[config.mk]
export PLATFORM = sky130hd
export DESIGN_NAME = wrr_arbiter
export DESIGN_NICKNAME = d
export VERILOG_FILES = /design/src/rtl/wrr_arbiter.sv
export SDC_FILE = /design/constraint.sdc
export NUM_CORES = 1
export LEC_CHECK = 0
export BUFFER_PORTS_ARGS = -buffer_cell sky130_fd_sc_hd__buf_2
export CORE_MARGIN = 3
export CORE_UTILIZATION = 30
export DETAILED_ROUTE_END_ITERATION = 8
export SYNTH_ARGS = -nofsm -noshare
export SYNTH_HDL_FRONTEND = slang
export SYNTH_SLANG_ARGS = --single-unit
[constraint.sdc]
create_clock -name i_clk -period 2.5 [get_ports i_clk]
set_input_delay 0.375 -clock i_clk [delete_from_list [all_inputs] [get_ports i_clk]]
set_output_delay 0.375 -clock i_clk [all_outputs]
set_load 0.1 [all_outputs]
[src/rtl/wrr_arbiter.sv]
// wrr_arbiter
//   N-input weighted round-robin arbiter sharing one 32-bit stream sink.
//   Each requester keeps the grant for up to i_weight[k] consecutive beats
//   (0 treated as 1) before the grant rotates to the next valid requester.
//   One registered output stage; selection and transfer share a cycle, so an
//   owner switch costs no bubble.
//
// Optional feature: define WRR_PKT_LOCK_EN to hold the grant until the
//   owner's packet ends (i_req_last), stalling while the owner is not valid.
//
// Ports
//   i_clk        clock, rising edge
//   i_rst        asynchronous active-high reset
//   i_req_data   N*DATA_W requester data, requester k at [k*DATA_W +: DATA_W]
//   i_req_valid  N requester valid
//   i_req_last   N end-of-packet markers (only used with WRR_PKT_LOCK_EN)
//   o_req_ready  N requester ready, one-hot or zero
//   i_weight     N*WEIGHT_W beats per turn, requester k at [k*WEIGHT_W +: WEIGHT_W]
//   o_x_data     registered arbitrated data
//   o_x_valid    registered arbitrated valid
//   o_x_src      registered index of the requester that supplied o_x_data
//   i_x_ready    downstream ready
module wrr_arbiter #(
  parameter int N        = 4,
  parameter int DATA_W   = 32,
  parameter int WEIGHT_W = 4
) (
  input  logic                   i_clk,
  input  logic                   i_rst,
  input  logic [N*DATA_W-1:0]    i_req_data,
  input  logic [N-1:0]           i_req_valid,
  input  logic [N-1:0]           i_req_last,
  output logic [N-1:0]           o_req_ready,
  input  logic [N*WEIGHT_W-1:0]  i_weight,
  output logic [DATA_W-1:0]      o_x_data,
  output logic                   o_x_valid,
  output logic [$clog2(N)-1:0]   o_x_src,
  input  logic                   i_x_ready
);

  localparam int IDX_W = $clog2(N);

  logic [IDX_W-1:0]    owner;
  logic [WEIGHT_W-1:0] credit;

  logic                slot_free;
  logic                search_hit;
  logic [IDX_W-1:0]    search_idx;
  logic [WEIGHT_W-1:0] search_w;
  logic                grant_vld;
  logic [IDX_W-1:0]    grant_idx;
  logic [WEIGHT_W-1:0] credit_nxt;
  logic                pkt_hold;

`ifdef WRR_PKT_LOCK_EN
  logic in_pkt;
  assign pkt_hold = in_pkt;
`else
  logic unused_last;
  assign pkt_hold    = 1'b0;
  assign unused_last = ^i_req_last;
`endif

  assign slot_free = !o_x_valid || i_x_ready;

  // Rotating search: owner+1 .. owner+N (mod N), so the current owner is
  // considered last and a lone valid requester is re-selected with a reload.
  always_comb begin
    int unsigned idx;
    search_hit = 1'b0;
    search_idx = owner;
    idx        = 0;
    for (int unsigned i = 1; i <= N; i++) begin
      idx = (32'(owner) + i) % N;
      if (!search_hit && i_req_valid[idx]) begin
        search_hit = 1'b1;
        search_idx = IDX_W'(idx);
      end
    end
    search_w = i_weight[32'(search_idx)*WEIGHT_W +: WEIGHT_W];
  end

  always_comb begin
    grant_vld  = 1'b0;
    grant_idx  = owner;
    credit_nxt = credit;
    if (pkt_hold) begin
      // Packet lock: only the owner may continue; credit saturates at zero.
      if (i_req_valid[owner]) begin
        grant_vld  = 1'b1;
        credit_nxt = (credit == '0) ? '0 : credit - 1'b1;
      end
    end else if (i_req_valid[owner] && (credit != '0)) begin
      grant_vld  = 1'b1;
      credit_nxt = credit - 1'b1;
    end else if (search_hit) begin
      grant_vld  = 1'b1;
      grant_idx  = search_idx;
      credit_nxt = (search_w == '0) ? '0 : search_w - 1'b1;
    end
  end

  // Every grant goes to a valid requester, so ready implies a handshake.
  always_comb begin
    o_req_ready = '0;
    if (slot_free && grant_vld && !i_rst) begin
      o_req_ready[grant_idx] = 1'b1;
    end
  end

  always_ff @(posedge i_clk or posedge i_rst) begin
    if (i_rst) begin
      owner     <= IDX_W'(N - 1);
      credit    <= '0;
      o_x_valid <= 1'b0;
      o_x_data  <= '0;
      o_x_src   <= '0;
    end else if (slot_free) begin
      if (grant_vld) begin
        owner     <= grant_idx;
        credit    <= credit_nxt;
        o_x_valid <= 1'b1;
        o_x_data  <= i_req_data[32'(grant_idx)*DATA_W +: DATA_W];
        o_x_src   <= grant_idx;
      end else begin
        o_x_valid <= 1'b0;
      end
    end
  end

`ifdef WRR_PKT_LOCK_EN
  always_ff @(posedge i_clk or posedge i_rst) begin
    if (i_rst) begin
      in_pkt <= 1'b0;
    end else if (slot_free && grant_vld) begin
      in_pkt <= !i_req_last[grant_idx];
    end
  end
`endif

endmodule
Word-level counts from Yosys, hierarchy flattened --
Index checks and enable logic that the tools add are counted.
Operators by class: add/subtract/negate cells 6, order comparisons 7, shifts and indexed selects 2, mux-type cells 29, reductions and logical operators 18
Operators with widths (number):
- $shiftx 128x8->32 | 1
- $lt 2x3->1 const B | 6
- $mux 4 | 4
- $shiftx 16x5->4 | 1
- $mux 1 | 13
- $mux 2 | 6
- $bmux 1 s2 | 5
- $sub 4x1->4 const B | 2
- $logic_and 1x1->1 | 7
- $logic_not 1->1 | 5
- $add 2x1->2 const B | 2
- $add 2x2->2 const B | 2
- $logic_not 4->1 | 1
- $reduce_bool 4->1 | 1
- $reduce_and 3->1 | 1
- $demux 1 s2 | 1
- $ge 2x1->1 const B | 1
- $reduce_and 2->1 | 1
- $reduce_bool 2->1 | 1
- $logic_or 1x1->1 | 1
Storage, ports and cells: register bits 41, input bits 155, output and inout port bits 39, logic and storage cells 67

Logic depth before layout (Yosys ltp) --
Gate-level depths: netlist (run 1).
depth after elaboration 20, gate-level depth with buffers 10, mapped depth without buffers 8

Worst setup path before layout (run 1) --
Ideal clock, no wire load.
kind flip-flop to output port, start register owner[0], end output o_req_ready[1], arrival 4.945 ns, required time 2.125 ns, path slack -2.820 ns, stages on the path, launching flop included 9, buffers on the path 3, cells stage by stage dfstp_2 -> buf_6 -> mux4_2 -> nor3b_4 -> a31oi_4 -> mux2_4 -> buf_12 -> buf_6 -> nor4_1
On the way: word-level cells in the longest chain between the ends 20, elaborated cells between the ends (all ways) 41, those cells by class add/sub: 4; order compare: 2; mux: 25; reduce/logical: 10
RTL lines:
- start, declared | line 43 | logic [IDX_W-1:0] owner;
- start signal, assigned | line 113 | owner <= IDX_W'(N - 1);
- start signal, assigned | line 120 | owner <= grant_idx;
- $add 2x1->2 | line 74 | idx = (32'(owner) + i) % N;
- $bmux 1 s2 | line 75 | if (!search_hit && i_req_valid[idx]) begin
- $mux 1 (not written as such) | line 75
- $mux 1 | line 75
- $logic_not 1->1 | line 75
- $logic_and 1x1->1 | line 75
- $mux 1 | line 75
- $logic_not 1->1 | line 75
- (+4 left out)
- $mux 2 / $mux 1 (equally long branches) | line 75
- $mux 2 | line 96 | end else if (search_hit) begin
- $mux 2 | line 93 | end else if (i_req_valid[owner] && (credit != '0)) begin
- $lt 2x3->1 (not written as such) / $ge 2x1->1 (equally long branches) | line 107 | o_req_ready[grant_idx] = 1'b1;
- $logic_and 1x1->1 (not written as such) | line 107
- $mux 1 (not written as such) | line 107
- $demux 1 s2 | line 107
- $mux 4 * | line 106 | if (slot_free && grant_vld && !i_rst) begin
- end, declared | line 33 | output logic [N-1:0] o_req_ready,
Every way passes the cells marked *; elsewhere a longest branch is shown, timed or not. The select of a mux whose other input is x is not followed.

Final worst setup path (run 1) --
Ends and elaborated chain as after synthesis.

==> qor.yml, run 1 <==
run_status:
  outcome: "finished with violations"
  violations: "negative setup slack"
detailed_routing:
  first_pass_iters: 4
  drtAntennaViolNets: 0
  avgViaCountPerCell: 4.889
  drt-total-wl_mm: 9.883
  drc_errors: 0
  routedWlPerCell_um: 15.51
  via_count: 3114
  drtIter0Drc: 74
critical_path:
  arrival_ns: 2.60
  slowest_stage: "dfstp_2"
  path_buf_inv: 1
  r2r_cells: 10
  reg2reg_slack_ns: -0.31
  max_stage_delay_ns: 0.55
  worstSetupPathType: "reg -> out"
  regToRegEndpoint: "o_x_data[7]"
  endpoint_kind: "output pin"
  cp_cell_sequence: "mux4_2 > nor3b_4 > a31oi_4 > mux2_4 > nor4_4 > buf_12"
  r2r_start: "owner[0]"
  cp-startpoint: "owner[0]"
  crit_fanout: 3
  critPathRequiredTime_ns: 2.12
  path_delay_family: "multiplexers"
  start_kind: "flip-flop"
yosys:
  synth_most_common_cell: "mux2i_1"
  ys_seq_area_share_pct: 33.43
  async_reset_ff_share_pct: 100.0
  synth_ff_type: "dfrtp_1"
  syn_inst: 282
  synthTopCellsByCount: "mux2i_1 (65), nand2_1 (44), dfrtp_1 (39)"
  synth_cell_types: 44
  synth_fp_nets: 438
  ys_seq_elements: 41
  ys_warn_count: 0
  synth_area_um2: 3077
  synth_top_cell_area_share_pct: 31.72
  synth_edf_count: 0
  syn_avg_cell_area_um2: 10.91
  synth_area_leaders: "dfrtp_1 (32%), mux2i_1 (21%), o221ai_1 (9.1%)"
  synth_top_area_cell: "dfrtp_1"
die:
  die_h_um: 107.3
  rows: 36
  die-area_um2: 11510
  design.portCount: 194
  die_w_um: 107.3
  initial_core_util_pct: 31.19
  design.core.area_um2: 9864
global_routing:
  gr-total-overflow: 0
  grt_max_degree: 28
  grt_pass1_wl_mm: 15.21
  grt_pass1_vias: 3170
  grtUsageTotal_pct: 16.69
  antenna_found_initial: 0
layout:
  area_growth_pct: 55.80
  multi_input_area_um2: 1868
  regArea_um2: 1028
  nNetsFinal: 659
  fin_cells: 637
  final_core_util_pct: 48.59
  drive_gt1_share_pct: 56.55
  fill_cells: 923
  antennaDiodeCount: 0
  stdcell_area_um2: 4793
sta:
  slew_violations: 0
  setup_violations: 41
  skew_ns: 0.01274
  fin_ws_ns: -0.4739
  relSlewSlack_pct: 65.86
  hold_viol: 0
  max_freq_mhz: 336.3
  tightest_slew_ns: 0.5103
  finalCritPeriodShare_pct: 119.0
  fin_crit_ns: 2.974
  rsz0062_at_grt: "true"
clocking:
  cts-root-buf: "clkbuf_8"
  worstSkewPairLatency_ns: 0.30
  cts_made_buffers: 5
  cts.sinks: 41
  cts_buffer_depth: 2
  cts_tree: "done"
  htreeDepth: 2
  clk_pin_slew_worst_paths_ns: 0.09
power:
  p_per_area_nw_per_um2: 1696
  power_leakage_nw: 2.484
  peakVddDrop_mv: 0.8304
place:
  io_buffers: 189
  dp_hpwl_mm: 7.312
  dp.cells: 612
  postPlaceCellArea_um2: 4262
  gp_congestion: 0.8227
flow_run:
  max_cap_violations: 0
worst_hold_path:
  hold_path_class: "in -> async"
## through the flow
stage	power (mW)	setup TNS (ns)	setup slack, ns	hold slack [ns]
floorplan	5.745	-2.928	-0.9795	0.5077
global placement	6.433	-2.822	-0.1857	0.4400
detailed placement	6.508	-4.376	-0.2106	0.4523
CTS	8.432	-14.24	-0.4897	0.1113
global route	8.541	-13.46	-0.5660	0.1363
finish	8.128	-8.995	-0.4739	0.1051
## placed cells by master, fill, tap and decap left out, drive strengths merged, types with 2 or more instances in the layout
cell,n
nor3,4
mux2i,65
nand2b,4
and4,2
mux2,2
inv,15
nor2,7
o21ai,10
nor4,3
clkbuf,6
dfstp,2
nand2,45
dfrtp,39
o221ai,32
mux4,7
o211ai,2
clkinv,2
buf,235
a21oi,4
## worst max path at each step
stage                                 to  slack (ns)  cells past startpoint
after floorplan           o_req_ready[1]       -0.98                      8
after global placement    o_req_ready[1]       -0.19                      6
after detailed placement    o_x_data[12]       -0.21                      7
after CTS                 o_req_ready[1]       -0.49                      6
after global routing      o_req_ready[1]       -0.57                      6
final                     o_req_ready[1]       -0.47                      6
## flip-flops by register name, indices dropped and copies added, names as in the netlist
signal / cells
o_x_valid: 1
credit: 4
o_x_data: 32
owner: 2
o_x_src: 2
## per-layer routing
| layer | share of wire, % | global-route usage [%] |
|---|---|---|
| met1 | 40 | 19.56 |
| met5 | 0 | 0 |
| met2 | 51 | 30.56 |
| met4 | 0.77 | 3.653 |
| met3 | 8.6 | 4.139 |
## logic make-up (layout without fill, tap and decap cells)
family / Yosys count / count (layout) / synth area share [%]
buffers and inverters: 36 / 258 / 11.59
adder cells (fa/ha/maj): 1 / 1 / 0.4066
multiplexers: 74 / 74 / 27.25
AO/OA/AOI/OAI: 57 / 57 / 15.86
flip-flops: 41 / 41 / 33.43
AND/OR/NAND/NOR: 73 / 73 / 11.47
## area by class of cell
cell class	instances	area share, %
clock buffers	6	1.723
flip-flops and latches	41	21.46
well taps	133	3.472
clock inverters	2	0.2871
repair buffers	235	32.92
multi-input cells	205	38.97
inverters	15	1.175
## where the power goes
part / internal [mW] / leakage, nW / total [mW] / switching, mW
clock network: 0.224 / 0.0512 / 0.467 / 0.243
logic: 2.47 / 1.94 / 6.48 / 4.01
registers: 1.00 / 0.494 / 1.18 / 0.176
## worst reg2reg max path, cell delays in order, from the launching register on
cell and delay [ns]:
dfstp_2 0.55, mux4_2 0.54, nor3b_4 0.18, a31oi_4 0.21, mux2_4 0.38, buf_6 0.15, buf_12 0.14, buf_12 0.14
buf_8 0.14, mux2i_1 0.15, o221ai_1 0.12
## timing repair
item	in CTS	in global routing
cloned	7	0
hold endpoints to repair	0	0
hold buffers	0	0
pin swaps	9	10
buffers inserted	14	2
endpoints found under the setup margin	39	42
gates resized for setup	42	12
Note: power is estimated with default switching activity, not from simulation.
==> inputs of run 2 (changes only) <==
==> constraint.sdc (replaced) <==
create_clock -name i_clk -period 2.5 [get_ports i_clk]
set_input_delay 0.25 -clock i_clk [delete_from_list [all_inputs] [get_ports i_clk]]
set_output_delay 0.25 -clock i_clk [all_outputs]
set_load 0.1 [all_outputs]
==> run 2 against run 1 <==
Net effect: the run still ends with negative setup slack left; die area unchanged; first-iteration DRC count increased by 66%; wire length decreased by 4.4%; flip-flop and latch count unchanged; utilization decreased by 1.5 points; critical endpoint unchanged; largest power group unchanged; highest routed layer is now met5.
==> qor.yml, run 2 (synthesis gave the netlist of run 1 again) <==
run_status:
  outcome: "finished with violations"
  violations: "negative setup slack"
critical_path:
  worstSetupPathType: "reg -> out"
  r2r_cells: 9  # -1
  slowest_stage: "dfstp_2"
  cp_cell_sequence: "mux4_2 > nor3b_4 > a31oi_4 > mux2_4 > nor4_4 > buf_12"
  regToRegEndpoint: "o_x_data[16]"
  endpoint_kind: "output pin"
  critPathRequiredTime_ns: 2.25  # +0.13 ns
  reg2reg_slack_ns: -0.26  # +0.05 ns
  r2r_start: "owner[0]"
  max_stage_delay_ns: 0.56  # about the same
  start_kind: "flip-flop"
  arrival_ns: 2.61  # about the same
  crit_fanout: 3  # unchanged
global_routing:
  gr-total-overflow: 0  # unchanged
  grt_pass1_wl_mm: 14.23  # -6.5%
  antenna_found_initial: 1  # +1
  grt_max_degree: 42  # +50%
  grt_pass1_vias: 3031  # -4.4%
  grtUsageTotal_pct: 15.32  # -1.4 points
sta:
  setup_violations: 39  # -4.9%
  fin_ws_ns: -0.3646  # +0.1093 ns
  finalSetupTns_ns: -8.747  # +0.2481 ns
  skew_ns: 0.009252  # -0.003487 ns
  hold-worst-slack_ns: 0.1767  # +0.07161 ns
  hold_viol: 0  # unchanged
  rsz0062_at_grt: "true"
  relSlewSlack_pct: 62.58  # -3.3 points
  finalCritPeriodShare_pct: 114.6  # -4.4 points
  max_freq_mhz: 349.1  # +3.8%
  tightest_slew_ns: 0.5613  # +0.05101 ns
  fin_crit_ns: 2.865  # -0.1093 ns
  slew_violations: 0  # unchanged
detailed_routing:
  routedWlPerCell_um: 14.99  # -3.4%
  via_count: 3052  # -2.0%
  drtAntennaViolNets: 0  # unchanged
  first_pass_iters: 4  # unchanged
  avgViaCountPerCell: 4.844  # -0.90%
  drtIter0Drc: 123  # +66%
  drc_errors: 0  # unchanged
  drt-total-wl_mm: 9.446  # -4.4%
clocking:
  cts_tree: "done"
  clk_pin_slew_worst_paths_ns: 0.08  # about the same
  cts_buffer_depth: 2  # unchanged
  hold_buffers: 0  # unchanged
  worstSkewPairLatency_ns: 0.29  # about the same
  htreeDepth: 2  # unchanged
  cts-root-buf: "clkbuf_8"
  cts.sinks: 41  # unchanged
  cts_made_buffers: 5  # unchanged
layout:
  area_growth_pct: 51.00
  largest_reg_flops: 32  # unchanged
  antennaDiodeCount: 0  # unchanged
  drive_gt1_share_pct: 55.53  # -1.0 points
  top_register: "o_x_data"
  final_common_cell: "buf_2"
  nNetsFinal: 653  # -0.91%
  reg.largest.list: "o_x_data x32, credit x4"
  layout_common_cells: "buf_2 (185), mux2i_1 (60), nand2_1 (43), dfrtp_1 (39), o221ai_1 (30)"
  final_core_util_pct: 47.10  # -1.5 points
die:
  initial_core_util_pct: 31.19  # unchanged
  design.core.area_um2: 9864  # unchanged
  design.portCount: 194  # unchanged
  die-area_um2: 11510  # unchanged
  die_w_um: 107.3  # unchanged
  die_h_um: 107.3  # unchanged
  rows: 36  # unchanged
flow_run:
  max_cap_violations: 0  # unchanged
place:
  dp_slack_ns: -0.2049  # +0.005678 ns
  gp_congestion: 0.7555  # -8.2%
  dp_hpwl_mm: 7.210  # -1.4%
  io_buffers: 189  # unchanged
power:
  finalPower_mw: 7.674  # -5.6%
  p_per_area_nw_per_um2: 1652  # -2.6%
  peakVddDrop_mv: 0.8158  # -1.8%
  power_leakage_nw: 2.428  # -2.2%
worst_hold_path:
  hold_path_class: "in -> async"
## run 2: cell count changes in the layout (fill, tap and decap cells not counted), sizes merged
cell	change
buf	-6
clkbuf	-1
clkinv	-1
bufinv	+1
## run 2: layer usage
layer | up-vias | part of all wire, % | global-route usage, %
li1 | 1496 | - | -
met1 | 1420 | 41 | 18.46
met2 | 125 | 50 | 27.08
met3 | 9 | 8.8 | 4.319
met4 | 2 | 0.80 | 3.379
met5 | - | 0.19 | 0
## run 2: cell type report
type	instances	area, µm²
Fill cell	924	5219
Clock inverter	2	35.03
Timing Repair Buffer	229	1441
Tap cell	133	166.4
Inverter	15	56.30
Clock buffer	5	68.82
Multi-Input combinational cell	205	1849
Sequential cell	41	1028
## run 2: power breakdown
group          internal, mW  total (mW)  switching (mW)
Sequential             1.00        1.20           0.203
Clock                 0.291       0.526           0.235
Combinational          2.10        5.94            3.85
## run 2: through the flow
step / instance area (µm²) / cells
after global routing: 4646 / 630
after detailed placement: 4277 / 614
after CTS: 4469 / 624
after global placement: 4277 / 614
final: 4646 / 630
after floorplan: 3114 / 282
## run 2: repair_timing
item                       CTS  global route
gates cloned                 1             0
setup buffers                3             6
pin swaps                    3             3
resized for setup            8            33
setup endpoints to repair   37            41
## run 2: worst max path at each step
stage	start	slack, ns	end
floorplan	owner[0]	-0.85	o_req_ready[1]
global placement	owner[0]	-0.13	o_req_ready[1]
detailed placement	owner[0]	-0.20	o_x_data[16]
CTS	owner[0]	-0.39	o_req_ready[3]
global route	owner[0]	-0.43	o_req_ready[1]
finish	owner[0]	-0.36	o_req_ready[1]
## run 2: worst max-delay path, delay by kind of cell (launching register included)
family | cells | cell delay (ns)
flip-flops | 1 | 0.56
AO/OA/AOI/OAI | 1 | 0.21
multiplexers | 2 | 0.89
buffers and inverters | 1 | 0.21
AND/OR/NAND/NOR | 2 | 0.45
==> inputs of run 3 (changes only) <==
--- a/config.mk
+++ b/config.mk
@@ -8,6 +8,7 @@
 export BUFFER_PORTS_ARGS = -buffer_cell sky130_fd_sc_hd__buf_2
 export CORE_MARGIN = 3
-export CORE_UTILIZATION = 30
+export CORE_UTILIZATION = 39
 export DETAILED_ROUTE_END_ITERATION = 8
+export PLACE_DENSITY = 0.77
 export SYNTH_ARGS = -nofsm -noshare
 export SYNTH_HDL_FRONTEND = slang
==> constraint.sdc (replaced) <==
create_clock -name i_clk -period 2.5 [get_ports i_clk]
set_input_delay 0.25 -clock i_clk [delete_from_list [all_inputs] [get_ports i_clk]]
set_output_delay 0.25 -clock i_clk [all_outputs]
set_load 0.005 [all_outputs]
==> run 3 against run 2 <==
Net effect: the flow still finishes with violations (negative setup slack); flip-flop and latch count unchanged; worst hold slack worse by 0.15 ns; wire length decreased by 2.7%; total power is 32% lower; largest power group unchanged.
==> qor.yml, run 3 (synthesis gave the netlist of run 1 again) <==
run_status:
  outcome: "finished with violations"
  violations: "negative setup slack"
detailed_routing:
  drtAntennaViolNets: 0  # unchanged
  drtIter0Drc: 108  # -12%
  drc_errors: 0  # unchanged
  routedWlPerCell_um: 15.55  # +3.7%
  via_count: 3116  # +2.1%
  first_pass_iters: 4  # unchanged
  drt-total-wl_mm: 9.192  # -2.7%
  avgViaCountPerCell: 5.272  # +8.8%
power:
  finalPower_mw: 5.237  # -32%
  power_leakage_nw: 2.359  # -2.9%
  peakVddDrop_mv: 0.5565  # -32%
  p_per_area_nw_per_um2: 1194  # -28%
layout:
  layout_common_cells: "buf_2 (189), mux2i_1 (61), nand2_1 (44), dfrtp_1 (39), o221ai_1 (32)"
  nNetsFinal: 647  # -0.92%
  final_common_cell: "buf_2"
  largest_reg_flops: 32  # unchanged
  fill_cells: 634  # -31%
  reg.largest.list: "o_x_data x32, credit x4"
  top_register: "o_x_data"
  drive_gt1_share_pct: 52.85  # -2.7 points
  antennaDiodeCount: 0  # unchanged
  final_core_util_pct: 58.87  # +12 points
  multi_input_area_um2: 1772  # -4.2%
  regArea_um2: 1028  # unchanged
  fin_cells: 591  # -6.2%
  area_growth_pct: 42.50
critical_path:
  r2r_cells: 8  # -1
  endpoint_kind: "output pin"
  worstSetupPathType: "reg -> out"
  path_delay_family: "multiplexers"
  start_kind: "flip-flop"
  arrival_ns: 2.49  # -0.12 ns
  cp_cell_sequence: "mux4_2 > nor3b_4 > a31oi_4 > mux2_4 > and4_1 > buf_2"
  reg2reg_slack_ns: -0.15  # +0.11 ns
  regToRegEndpoint: "credit[2]"
  slowest_stage: "dfstp_2"
  critPathRequiredTime_ns: 2.25  # about the same
  crit_fanout: 6  # +3
  cp.depth: 6  # unchanged
  r2r_start: "owner[0]"
  max_stage_delay_ns: 0.55  # about the same
  path_buf_inv: 1  # unchanged
place:
  dp.cells: 576  # -6.2%
  gp_congestion: 0.8373  # +11%
  io_buffers: 189  # unchanged
  dp_hpwl_mm: 7.140  # -0.97%
global_routing:
  gr-total-overflow: 0  # unchanged
  grt_pass1_vias: 3107  # +2.5%
  met1_usage_pct: 21.55  # +3.1 points
  use_met3_pct: 3.028  # -1.3 points
  grt_most_used_layer: "met2"
  grt_max_degree: 25  # -40%
  grt_pass1_wl_mm: 13.82  # -2.9%
  grtUsageTotal_pct: 19.29  # +4.0 points
  antenna_found_initial: 0  # -1
  grtUsageMet2_pct: 37.46  # +10 points
die:
  die-area_um2: 8991  # -22%
  die_w_um: 94.82  # -12%
  die_h_um: 94.82  # -12%
  rows: 31  # -14%
  initial_core_util_pct: 41.31  # +10 points
  design.core.area_um2: 7447  # -25%
  design.portCount: 194  # unchanged
sta:
  relSlewSlack_pct: 45.50  # -17 points
  finalCritPeriodShare_pct: 109.6  # -5.0 points
  hold-worst-slack_ns: 0.02388  # -0.1528 ns
  setup_violations: 37  # -5.1%
  skew_ns: 0.003635  # -0.005617 ns
  slew_violations: 0  # unchanged
  fin_crit_ns: 2.740  # -0.1249 ns
  rsz0062_at_grt: "true"
  finalSetupTns_ns: -4.552  # +4.195 ns
  tightest_slew_ns: 0.8147  # +0.2533 ns
  fin_ws_ns: -0.2397  # +0.1249 ns
  hold_viol: 0  # unchanged
  max_freq_mhz: 365.0  # +4.6%
clocking:
  cts.sinks: 41  # unchanged
  cts_buffer_depth: 2  # unchanged
  cts_made_buffers: 5  # unchanged
  htreeDepth: 2  # unchanged
  cts_tree: "done"
  cts-root-buf: "clkbuf_8"
  clk_pin_slew_worst_paths_ns: 0.08  # about the same
  hold_buffers: 0  # unchanged
  worstSkewPairLatency_ns: 0.28  # about the same
worst_hold_path:
  hold_path_class: "in -> async"
flow_run:
  max_cap_violations: 0  # unchanged
-- run 3: cell count changes in the layout (fill, tap and decap cells not counted), sizes merged --
cell | previous run | this run
clkbuf | 5 | 8
clkinv | 1 | 0
buf | 229 | 222
-- run 3: what timing repair did --
action | CTS | global route
setup endpoints to repair | 37 | 40
cloned | 1 | 1
pin swaps | 0 | 2
gates resized for setup | 4 | 11
setup buffers | 5 | 0
-- run 3: worst reg2reg max path, cell delays in order, from the launching register on --
cell and delay [ns]:
dfstp_2 0.55, buf_4 0.14, nor2b_2 0.05, a21o_2 0.20, a221oi_4 0.22, buf_6 0.16, mux4_2 0.52, or4b_1 0.54
o211ai_1 0.18
-- run 3: metrics by stage --
stage | instance area [µm²] | setup slack [ns]
after floorplan | 3110 | -0.1151
after global placement | 4128 | -0.07831
after detailed placement | 4128 | -0.1485
after CTS | 4332 | -0.2432
after global routing | 4384 | -0.3209
final | 4384 | -0.2397
-- run 3: cell type report --
| class | instances | area share (%) |
|---|---|---|
| clock inverter | 1 | 0.6849 |
| inverter | 15 | 1.284 |
| tap | 99 | 2.825 |
| sequential | 41 | 23.46 |
| clock buffer | 7 | 1.969 |
| multi-input combinational | 205 | 40.41 |
| timing repair buffer | 223 | 29.37 |
-- run 3: where the power goes --
group / internal (mW) / total (mW) / leakage (nW) / switching, mW
sequential: 1.00 / 1.21 / 0.494 / 0.203
clock: 0.326 / 0.548 / 0.0585 / 0.223
combinational: 1.85 / 3.48 / 1.81 / 1.63
-- run 3: how the worst max path moves through the flow --
stage                   from        endpoint
floorplan           owner[0]       credit[2]
global placement    owner[0]       credit[2]
detailed placement  owner[0]     o_x_data[0]
CTS                 owner[0]  o_req_ready[0]
global route        owner[0]  o_req_ready[2]
finish              owner[0]  o_req_ready[0]
-- run 3: layer usage --
metal | vias up | part of all wire, %
li1 | 1490 | -
met1 | 1492 | 38
met2 | 126 | 54
met3 | 8 | 7.4
met4 | 0 | 0.76
met5 | - | 0
